==> config.mk <==
export PLATFORM = sky130hd
export DESIGN_NAME = spi_master
export DESIGN_NICKNAME = d
export VERILOG_FILES = /design/src/rtl/spi_pkg.sv /design/src/rtl/spi_sck_gen.sv /design/src/rtl/spi_master.sv
export SDC_FILE = /design/constraint.sdc
export NUM_CORES = 1
export LEC_CHECK = 0
export ABC_AREA = 1
export CORE_MARGIN = 2
export CORE_UTILIZATION = 55
export CTS_BUF_LIST = sky130_fd_sc_hd__clkbuf_4 sky130_fd_sc_hd__clkbuf_8
export DETAILED_ROUTE_END_ITERATION = 8
export MAX_ROUTING_LAYER = met4
export PLACE_DENSITY = 0.87
export SYNTH_ARGS = -nofsm -noshare
export SYNTH_HDL_FRONTEND = slang
export SYNTH_HIERARCHICAL = 1
export SYNTH_SLANG_ARGS = --single-unit
==> constraint.sdc <==
create_clock -name clk -period 3.85 [get_ports clk]
set_input_delay 0.385 -clock clk [delete_from_list [all_inputs] [get_ports clk]]
set_output_delay 0.385 -clock clk [all_outputs]
set_load 0.05 [all_outputs]
==> src/rtl/spi_pkg.sv <==
// spi_pkg: definitions shared by the SPI master RTL and the bridge benches.
//   - spi_state_e : frame sequencer states
//   - SPI_DATA_W  : default bits per frame
//   - SPI_DIV     : default clk cycles per SCK half-period
package spi_pkg;

    localparam int SPI_DATA_W = 16;
    localparam int SPI_DIV    = 4;

    typedef enum logic [2:0] {
        IDLE  = 3'd0,
        SETUP = 3'd1,
        SHIFT = 3'd2,
        HOLD  = 3'd3,
        GAP   = 3'd4
    } spi_state_e;

endpackage

==> src/rtl/spi_sck_gen.sv <==
// spi_sck_gen: SCK half-period timer for the SPI master.
// Counts 0..DIV-1 while enabled and wraps. Each wrap ends one half-period.
// Wraps alternate between rise and fall, starting with a rise after enable.
// Ports:
//   clk, rst  : clock, synchronous active-high reset
//   en        : run the counter; when low, counter and phase clear
//   rise_stb  : one-cycle strobe, the next clk edge should drive sck high
//   fall_stb  : one-cycle strobe, the next clk edge should drive sck low
module spi_sck_gen
    import spi_pkg::*;
#(
    parameter int DIV = SPI_DIV
) (
    input  logic clk,
    input  logic rst,
    input  logic en,
    output logic rise_stb,
    output logic fall_stb
);

    localparam int CNT_W = (DIV > 1) ? $clog2(DIV) : 1;

    logic [CNT_W-1:0] cnt_q;
    logic [CNT_W-1:0] cnt_d;
    logic             phase_q;
    logic             phase_d;
    logic             wrap_s;

    // Next counter/phase values and strobe decode from the registered counter.
    always_comb begin
        cnt_d   = cnt_q;
        phase_d = phase_q;
        wrap_s  = en && (cnt_q == CNT_W'(DIV - 1));
        if (!en) begin
            cnt_d   = {CNT_W{1'b0}};
            phase_d = 1'b0;
        end else if (wrap_s) begin
            cnt_d   = {CNT_W{1'b0}};
            phase_d = ~phase_q;
        end else begin
            cnt_d   = cnt_q + CNT_W'(1);
        end
        // phase low means sck is currently low, so the wrap ends a low half.
        rise_stb = wrap_s && !phase_q;
        fall_stb = wrap_s && phase_q;
    end

    // Counter and phase registers.
    always_ff @(posedge clk) begin
        if (rst) begin
            cnt_q   <= {CNT_W{1'b0}};
            phase_q <= 1'b0;
        end else begin
            cnt_q   <= cnt_d;
            phase_q <= phase_d;
        end
    end

endmodule

==> src/rtl/spi_master.sv <==
// spi_master: SPI mode-0 master, one chip-select framed transfer per word.
// MSB first in both directions; all outputs registered.
// Ports:
//   clk, rst           : clock, synchronous active-high reset
//   tx_data, tx_valid  : word to send; accepted when tx_valid && tx_ready
//   tx_ready           : high only while idle
//   rx_data, rx_valid  : received word, updated with a one-cycle rx_valid pulse
//   busy               : high whenever a frame is in progress
//   sck, cs_n, mosi    : SPI outputs (sck idles low, cs_n active low)
//   miso               : SPI input, already synchronous to clk
module spi_master
    import spi_pkg::*;
#(
    parameter int DATA_W = SPI_DATA_W,
    parameter int DIV    = SPI_DIV
) (
    input  logic              clk,
    input  logic              rst,
    input  logic [DATA_W-1:0] tx_data,
    input  logic              tx_valid,
    output logic              tx_ready,
    output logic [DATA_W-1:0] rx_data,
    output logic              rx_valid,
    output logic              busy,
    output logic              sck,
    output logic              cs_n,
    output logic              mosi,
    input  logic              miso
);

    if (DATA_W < 2) begin : g_bad_data_w
        $error("spi_master: DATA_W must be at least 2");
    end
    if (DIV < 2) begin : g_bad_div
        $error("spi_master: DIV must be at least 2");
    end

    localparam int BIT_W = (DATA_W > 1) ? $clog2(DATA_W) : 1;
    localparam int GAP_W = (DIV > 1) ? $clog2(DIV) : 1;

    spi_state_e        state_q, state_d;
    logic [DATA_W-1:0] sr_q, sr_d;
    logic [BIT_W-1:0]  bit_q, bit_d;
    logic [GAP_W-1:0]  gap_q, gap_d;
    logic              sck_q, sck_d;
    logic              cs_n_q, cs_n_d;
    logic              mosi_q, mosi_d;
    logic              tx_ready_q, tx_ready_d;
    logic              busy_q, busy_d;
    logic [DATA_W-1:0] rx_data_q, rx_data_d;
    logic              rx_valid_q, rx_valid_d;
    logic              gen_en_s;
    logic              rise_stb_s;
    logic              fall_stb_s;

    assign gen_en_s = (state_q == SETUP) || (state_q == SHIFT) || (state_q == HOLD);

    spi_sck_gen #(
        .DIV (DIV)
    ) u_sck_gen (
        .clk      (clk),
        .rst      (rst),
        .en       (gen_en_s),
        .rise_stb (rise_stb_s),
        .fall_stb (fall_stb_s)
    );

    // Frame sequencer: next state, shift register, counters and output values.
    // The MSB goes straight to mosi on accept and the rest is preloaded one
    // position up, so the LSB slot is free for the first miso sample.
    always_comb begin
        state_d    = state_q;
        sr_d       = sr_q;
        bit_d      = bit_q;
        gap_d      = gap_q;
        sck_d      = sck_q;
        cs_n_d     = cs_n_q;
        mosi_d     = mosi_q;
        tx_ready_d = tx_ready_q;
        busy_d     = busy_q;
        rx_data_d  = rx_data_q;
        rx_valid_d = 1'b0;
        case (state_q)
            IDLE: begin
                if (tx_valid) begin
                    state_d    = SETUP;
                    cs_n_d     = 1'b0;
                    tx_ready_d = 1'b0;
                    busy_d     = 1'b1;
                    mosi_d     = tx_data[DATA_W-1];
                    sr_d       = {tx_data[DATA_W-2:0], 1'b0};
                    bit_d      = {BIT_W{1'b0}};
                end else begin
                    state_d    = IDLE;
                end
            end
            SETUP: begin
                if (rise_stb_s) begin
                    state_d = SHIFT;
                    sck_d   = 1'b1;
                    sr_d[0] = miso;
                end else begin
                    state_d = SETUP;
                end
            end
            SHIFT: begin
                if (rise_stb_s) begin
                    sck_d   = 1'b1;
                    sr_d[0] = miso;
                end else if (fall_stb_s) begin
                    sck_d = 1'b0;
                    // The final fall only ends the bit; mosi keeps the LSB.
                    if (bit_q == BIT_W'(DATA_W - 1)) begin
                        state_d = HOLD;
                    end else begin
                        mosi_d = sr_q[DATA_W-1];
                        sr_d   = {sr_q[DATA_W-2:0], 1'b0};
                        bit_d  = bit_q + BIT_W'(1);
                    end
                end else begin
                    state_d = SHIFT;
                end
            end
            HOLD: begin
                if (rise_stb_s || fall_stb_s) begin
                    state_d    = GAP;
                    cs_n_d     = 1'b1;
                    rx_data_d  = sr_q;
                    rx_valid_d = 1'b1;
                    gap_d      = {GAP_W{1'b0}};
                end else begin
                    state_d = HOLD;
                end
            end
            GAP: begin
                if (gap_q == GAP_W'(DIV - 1)) begin
                    state_d    = IDLE;
                    tx_ready_d = 1'b1;
                    busy_d     = 1'b0;
                end else begin
                    gap_d = gap_q + GAP_W'(1);
                end
            end
            default: begin
                state_d    = IDLE;
                sck_d      = 1'b0;
                cs_n_d     = 1'b1;
                tx_ready_d = 1'b1;
                busy_d     = 1'b0;
            end
        endcase
    end

    // State and output registers; reset aborts any frame on the same edge.
    always_ff @(posedge clk) begin
        if (rst) begin
            state_q    <= IDLE;
            sr_q       <= {DATA_W{1'b0}};
            bit_q      <= {BIT_W{1'b0}};
            gap_q      <= {GAP_W{1'b0}};
            sck_q      <= 1'b0;
            cs_n_q     <= 1'b1;
            mosi_q     <= 1'b0;
            tx_ready_q <= 1'b1;
            busy_q     <= 1'b0;
            rx_data_q  <= {DATA_W{1'b0}};
            rx_valid_q <= 1'b0;
        end else begin
            state_q    <= state_d;
            sr_q       <= sr_d;
            bit_q      <= bit_d;
            gap_q      <= gap_d;
            sck_q      <= sck_d;
            cs_n_q     <= cs_n_d;
            mosi_q     <= mosi_d;
            tx_ready_q <= tx_ready_d;
            busy_q     <= busy_d;
            rx_data_q  <= rx_data_d;
            rx_valid_q <= rx_valid_d;
        end
    end

    assign tx_ready = tx_ready_q;
    assign busy     = busy_q;
    assign sck      = sck_q;
    assign cs_n     = cs_n_q;
    assign mosi     = mosi_q;
    assign rx_data  = rx_data_q;
    assign rx_valid = rx_valid_q;

endmodule
==> results of run 1 <==
-- layout make-up --
| type | count | area [um^2] | area share [%] |
|---|---|---|---|
| inverter | 29 | 108.9 | 3.742 |
| sequential | 50 | 1001 | 34.41 |
| clock buffer | 5 | 68.82 | 2.366 |
| multi-input combinational | 254 | 1201 | 41.29 |
| timing repair buffer | 43 | 425.4 | 14.62 |
| clock inverter | 2 | 38.79 | 1.333 |
| tap | 52 | 65.06 | 2.237 |
-- registers in the layout, summed over array words and instances, names as in the netlist --
signal             cells
u_sck_gen/phase_q      1
sr_q                  16
rx_data               16
state_q                3
tx_ready               1
rx_valid               1
busy                   1
u_sck_gen/cnt_q        2
gap_q                  2
mosi                   1
bit_q                  4
sck                    1
cs_n                   1
-- cell usage in the layout (no fill, tap or decap), drive strengths merged, types with 2 or more instances in the layout --
cell type      netlist  routed
a21oi               31      31
buf                 14       2
clkbuf               5       5
clkdlybuf4s50        0      41
dfxtp               50      50
ha                   3       3
inv                 29      29
nand2               86      86
nand3               16      16
nand3b              16      16
nand4                5       5
nor2                68      68
o21ai               25      25
-- final timing paths --
kind	from	to	slack, ns	cells past startpoint
worst min-delay path	u_sck_gen/cnt_q[0]$_SDFF_PP0_	u_sck_gen/cnt_q[0]$_SDFF_PP0_	0.42	1
worst max-delay path	state_q[1]$_SDFFE_PP0P_	bit_q[2]$_SDFFE_PP0P_	1.22	6
worst max register to register	state_q[1]$_SDFFE_PP0P_	bit_q[2]$_SDFFE_PP0P_	1.22	6
worst min register to register	u_sck_gen/cnt_q[0]$_SDFF_PP0_	u_sck_gen/cnt_q[0]$_SDFF_PP0_	0.42	1
-- kinds of logic (layout without fill, tap and decap cells) --
| kind of cell | Yosys count | count (layout) | synth area share [%] |
|---|---|---|---|
| buffers and inverters | 48 | 79 | 8.760 |
| AND/OR/NAND/NOR | 192 | 192 | 35.61 |
| XOR/XNOR | 1 | 1 | 0.3629 |
| flip-flops | 50 | 50 | 41.47 |
| adder cells (fa/ha/maj) | 3 | 3 | 1.555 |
| AO/OA/AOI/OAI | 58 | 58 | 12.23 |
-- worst reg2reg max path: stages, from the launching register on --
cell,delay (ns)
dfxtp_1,0.56
nand3_4,0.32
inv_2,0.35
nand2_1,0.74
nand3_1,0.39
nand2_1,0.08
a21oi_1,0.13
-- per-stage QoR --
step / util (%) / hold slack, ns / area, um^2 / power (W) / instances
floorplan: - / 0.3973 / 2414 / 0.0006853 / 352
CTS: 67.74 / 0.4287 / 2909 / 0.001097 / 435
detailed placement: 65.24 / 0.4157 / 2801 / 0.0007315 / 428
global placement: 65.24 / 0.4089 / 2801 / 0.0007273 / 428
global route: 67.74 / 0.4515 / 2909 / 0.001136 / 435
finish: 67.74 / 0.4206 / 2909 / 0.001088 / 435
-- power by group through the flow --
stage	Clock, W	Sequential, W	Combinational [W]
floorplan	0	0.000590	0.0000958
global placement	0	0.000576	0.000151
detailed placement	0	0.000577	0.000155
CTS	0.000377	0.000565	0.000155
global route	0.000393	0.000569	0.000174
finish	0.000367	0.000566	0.000155
-- routing by layer --
layer | part of all wire (%) | routed length (um)
met1 | 48 | 2522
met2 | 46 | 2397
met3 | 4.7 | 244
met4 | 1.2 | 63
met5 | 0 | 0
==> results.py, run 1 <==
metrics = {
    "finish": {
        "final_nets": 406,
        "area_growth_pct": 20.53,
        "drive_gt1_share_pct": 5.483,
        "fill_cells": 389,
        "n_antenna_cell": 0,
    },
    "sta": {
        "finalCritPeriodShare_pct": 68.39,
        "setup_viol": 0,
        "drv_slew": 0,
        "setup_tns_ns": 0,
        "slew_headroom_pct": 22.52,
        "hold_viol_final": 0,
        "timing.final.ws_setup_ns": 1.217,
        "fin_crit_ns": 2.633,
        "worst_pin_slew_ns": 1.159,
        "fmax_mhz": 379.8,
        "grt_setup_unrepaired": "no",
        "fin_skew_ns": 0.009692,
    },
    "power": {
        "p_sw_w": 0.0002858,
        "p_int_w": 0.0008020,
        "leakagePower_nw": 1.353,
        "pwr-share-seq_pct": 52.0,
        "p_comb_share_pct": 14.3,
        "power_frac_clock_pct": 33.7,
        "p_per_area_nw_per_um2": 373.9,
        "ir_drop_v": 0.0002743,
        "sw_frac_of_total_pct": 26.27,
    },
    "floorplanning": {
        "initial_core_util_pct": 56.21,
        "dieHeight_um": 70.25,
        "die_w_um": 70.25,
        "pin_count": 42,
        "core_area_um2": 4294,
        "placementRows": 24,
        "fp.dieArea_um2": 4934,
    },
    "logic_synthesis": {
        "async_reset_ff_share_pct": 0,
        "synth_top_area_cell": "dfxtp_1",
        "synth_commonest_cells": "85 x nand2_1, 65 x nor2_1, 50 x dfxtp_1",
        "ys_types": 26,
        "syn_nets": 375,
        "yosys_warnings": 6,
        "synth_seq_cells": 50,
        "synthTopCellsByArea": "dfxtp_1 41%, nand2_1 13%, nor2_1 10%",
        "syn_area_um2": 2414,
        "synth-seq-area-share_pct": 41.47,
        "yosysMostFrequentCell": "nand2_1",
        "synth_edf_count": 0,
        "syn_area_per_cell_um2": 6.857,
        "synth_top_area_share_pct": 41.47,
        "syn_inst": 352,
        "yosys_most_used_dff": "dfxtp_1",
    },
    "route": {
        "first_pass_iters": 4,
        "wl_per_cell_um": 12.02,
        "drc": 0,
        "vias_per_cell": 5.260,
        "wirelength_um": 5227,
        "final_antenna_net_count": 0,
        "num_vias": 2288,
        "dr.first_iter.drc_count": 138,
    },
    "placed_design": {
        "io_buffers": 41,
        "place.gp.congestion": 1.008,
        "hpwl_um": 3505,
        "pre_cts_slack_ns": 1.269,
    },
    "setup_path": {
        "worstPathRequired_ns": 4.08,
        "arrival_ns": 2.86,
        "path_delay_family": "simple AND/OR/NAND/NOR gates",
        "critPathBufInv": 1,
        "slowest_delay_ns": 0.74,
        "slowest_stage": "nand2_1",
        "path_common_cell": "nand2_1",
        "crit_type": "flip-flop to flip-flop",
        "cp_cell_sequence": "nand3_4, inv_2, nand2_1, nand3_1, nand2_1, a21oi_1",
        "path_max_fanout": 38,
        "start_kind": "flip-flop",
        "endpoint_kind": "flip-flop",
    },
    "cts": {
        "numClockSinks": 50,
        "cts-root-buf": "clkbuf_8",
        "cts_setup_buffers": 0,
        "cts_tree": "yes",
        "cts_hold_buf": 0,
        "clk_pin_slew_ns": 0.08,
        "insertion_delay_ns": 0.31,
        "cts_buffers": 5,
        "cts_buffer_depth": 2,
        "cts_resized": 0,
        "cts-htree-levels": 2,
    },
    "outcome": {
        "status": "finished clean",
    },
    "global_route": {
        "grt.overflow.total": 0,
        "grt_pass1_vias": 1977,
        "top_usage_layer": "met2",
        "grt_usage_pct": 22.51,
        "grtUsageMet3_pct": 5.483,
        "grt_max_degree": 39,
        "use_met2_pct": 34.59,
        "antenna_found_initial": 0,
        "grt_pass1_wl_um": 8756,
        "grt_util_met1_pct": 28.95,
    },
    "flow_run": {
        "maxCapViolCount": 0,
    },
    "hold_path": {
        "min_path_type": "flip-flop to flip-flop",
    },
}
Note: power is estimated with default switching activity, not from simulation.
==> inputs of run 2 (changes only) <==
Settings changed: CORE_UTILIZATION 55 to 49, PLACE_DENSITY 0.87 to 0.82.
Clock period 3.85 ns to 2.4 ns, I/O delays scaled along.
==> run 2 against run 1 <==
Wire length up 1.2%. Count of clock-buffer cells in the layout is 1 higher. Register-to-register slack got worse by 0.93 ns. Sequential share of layout area is 0.44 points lower. Clock power up 29%. Fmax up 25%. Final cell count up 4.4%. Core utilization shrank 5.4 points. Die area grew 12%. Via count up 2.0%. Highest routed layer unchanged.
==> results.py, run 2 (same netlist as run 1, synthesis figures left out) <==
metrics = {
    "cts": {
        "cts_setup_buffers": 0,
        "cts_resized": 0,
        "cts-htree-levels": 2,
        "cts_buffer_depth": 2,
        "cts-root-buf": "clkbuf_8",
        "numClockSinks": 50,
        "clk_pin_slew_ns": 0.08,
        "cts_tree": "yes",
        "insertion_delay_ns": 0.30,
        "cts_buffers": 5,
        "cts_hold_buf": 0,
    },
    "setup_path": {
        "path_delay_family": "simple AND/OR/NAND/NOR gates",
        "r2r-start": "state_q[1]$_SDFFE_PP0P_",
        "startpoint": "state_q[1]$_SDFFE_PP0P_",
        "worstPathRequired_ns": 2.63,
        "start_kind": "flip-flop",
        "critPathBufInv": 1,
        "worst-path-stages": 9,
        "setup.worst_path.end": "rx_data[0]$_SDFFE_PP0P_",
        "path_max_fanout": 21,
        "slowest_delay_ns": 0.56,
        "crit_type": "flip-flop to flip-flop",
        "r2r_end": "rx_data[0]$_SDFFE_PP0P_",
        "cp_cell_sequence": "nor2_4, nor2_1, nand2_1, nor2_1, nor2_1, nor2_1, buf_4, o21ai_0, a21oi_1",
        "path_common_cell": "nor2_1",
        "arrival_ns": 2.34,
        "r2r_slack_ns": 0.29,
        "endpoint_kind": "flip-flop",
        "slowest_stage": "dfxtp_1",
        "r2r_cells": 9,
    },
    "placed_design": {
        "pre_cts_slack_ns": 0.3209,
        "place.gp.congestion": 0.9222,
        "hpwl_um": 3639,
        "io_buffers": 41,
    },
    "finish": {
        "final_common_cell": "nand2_1",
        "final_cell_mix": "85 x nand2_1, 65 x nor2_1, 50 x dfxtp_1, 41 x clkdlybuf4s50_1, 31 x a21oi_1",
        "drive_gt1_share_pct": 6.460,
        "n_antenna_cell": 0,
        "area_growth_pct": 22.08,
        "final_nets": 410,
    },
    "sta": {
        "finalCritPeriodShare_pct": 87.93,
        "timing.final.ws_setup_ns": 0.2897,
        "drv_slew": 0,
        "fin_crit_ns": 2.110,
        "hold_viol_final": 0,
        "grt_setup_unrepaired": "no",
        "slew_headroom_pct": 66.35,
        "setup_tns_ns": 0,
        "fin_skew_ns": 0.008692,
        "worst_pin_slew_ns": 0.5032,
        "setup_viol": 0,
        "fmax_mhz": 473.9,
    },
    "route": {
        "wirelength_um": 5291,
        "dr.first_iter.drc_count": 199,
        "drc": 0,
        "vias_per_cell": 5.139,
        "final_antenna_net_count": 0,
        "wl_per_cell_um": 11.65,
        "num_vias": 2333,
        "first_pass_iters": 5,
    },
    "outcome": {
        "status": "finished clean",
    },
    "flow_run": {
        "maxCapViolCount": 0,
    },
    "floorplanning": {
        "placementRows": 25,
        "fp.dieArea_um2": 5503,
        "pin_count": 42,
        "die_w_um": 74.18,
        "initial_core_util_pct": 51.10,
        "core_area_um2": 4723,
        "dieHeight_um": 74.18,
    },
    "power": {
        "leakagePower_nw": 1.363,
        "ir_drop_v": 0.0003451,
        "p_per_area_nw_per_um2": 556.6,
        "total_power_w": 0.001640,
    },
    "global_route": {
        "grt.overflow.total": 0,
        "grt_usage_pct": 21.20,
        "grt_pass1_vias": 1994,
        "grt_max_degree": 39,
        "antenna_found_initial": 0,
        "grt_pass1_wl_um": 8866,
    },
    "hold_path": {
        "min_path_type": "flip-flop to flip-flop",
    },
}
run 2: worst reg2reg max path, delay by kind of cell (launching register included):
kind	cells	cell delay [ns]
AND/OR/NAND/NOR	6	0.98
flip-flops	1	0.56
buffers and inverters	1	0.26
AO/OA/AOI/OAI	2	0.25
run 2: where the power goes:
part           switching [W]  internal, W
logic               0.000145     0.000114
registers          0.0000328     0.000874
clock network       0.000263     0.000212
run 2: routing by layer:
layer,part of all wire [%],wire length [um],global-route usage (%),vias to the layer above
met5,0,0,-,-
met4,1.6,85,7.071,0
met3,5.8,309,4.065,9
met2,47,2470,32.54,78
met1,46,2426,28.11,1059
li1,-,-,-,1187
run 2: area by class of cell:
type | instances | area (um^2)
well taps | 67 | 83.83
clock buffers | 6 | 76.32
repair buffers | 47 | 467.9
clock inverters | 1 | 7.507
fillers | 430 | 1777
inverters | 29 | 108.9
multi-input cells | 254 | 1201
flip-flops and latches | 50 | 1001
run 2: stage by stage:
stage,instances,hold slack [ns],util [%],instance area [um^2]
6_report,454,0.4230,62.38,2947
5_1_grt,454,0.4512,62.38,2947
4_1_cts,454,0.4265,62.38,2947
3_5_place_dp,447,0.4148,60.61,2863
3_3_place_gp,447,0.4051,60.61,2863
2_1_floorplan,352,0.3827,-,2414
run 2: how the worst min path moves through the flow:
stage,startpoint,end,slack [ns],cells after the start
2_1_floorplan,rst,u_sck_gen/phase_q$_SDFFE_PP0P_,0.38,3
3_3_place_gp,u_sck_gen/cnt_q[0]$_SDFF_PP0_,u_sck_gen/cnt_q[0]$_SDFF_PP0_,0.41,1
3_5_place_dp,u_sck_gen/cnt_q[0]$_SDFF_PP0_,u_sck_gen/cnt_q[0]$_SDFF_PP0_,0.41,1
4_1_cts,u_sck_gen/cnt_q[0]$_SDFF_PP0_,u_sck_gen/cnt_q[0]$_SDFF_PP0_,0.43,1
5_1_grt,u_sck_gen/cnt_q[0]$_SDFF_PP0_,u_sck_gen/cnt_q[0]$_SDFF_PP0_,0.45,1
6_report,u_sck_gen/cnt_q[0]$_SDFF_PP0_,u_sck_gen/cnt_q[0]$_SDFF_PP0_,0.42,1
==> inputs of run 3 (changes only) <==
--- a/constraint.sdc
+++ b/constraint.sdc
@@ -3,2 +3,2 @@
 set_output_delay 0.24 -clock clk [all_outputs]
-set_load 0.05 [all_outputs]
+set_load 0.02 [all_outputs]
==> results of run 3 <==
Same layout as run 2 (identical final DEF). Status: finished clean.
Main changes from that run: total power 0.001640 W -> 0.001622 W; worst IR drop on VDD 0.0003451 V -> 0.0003442 V
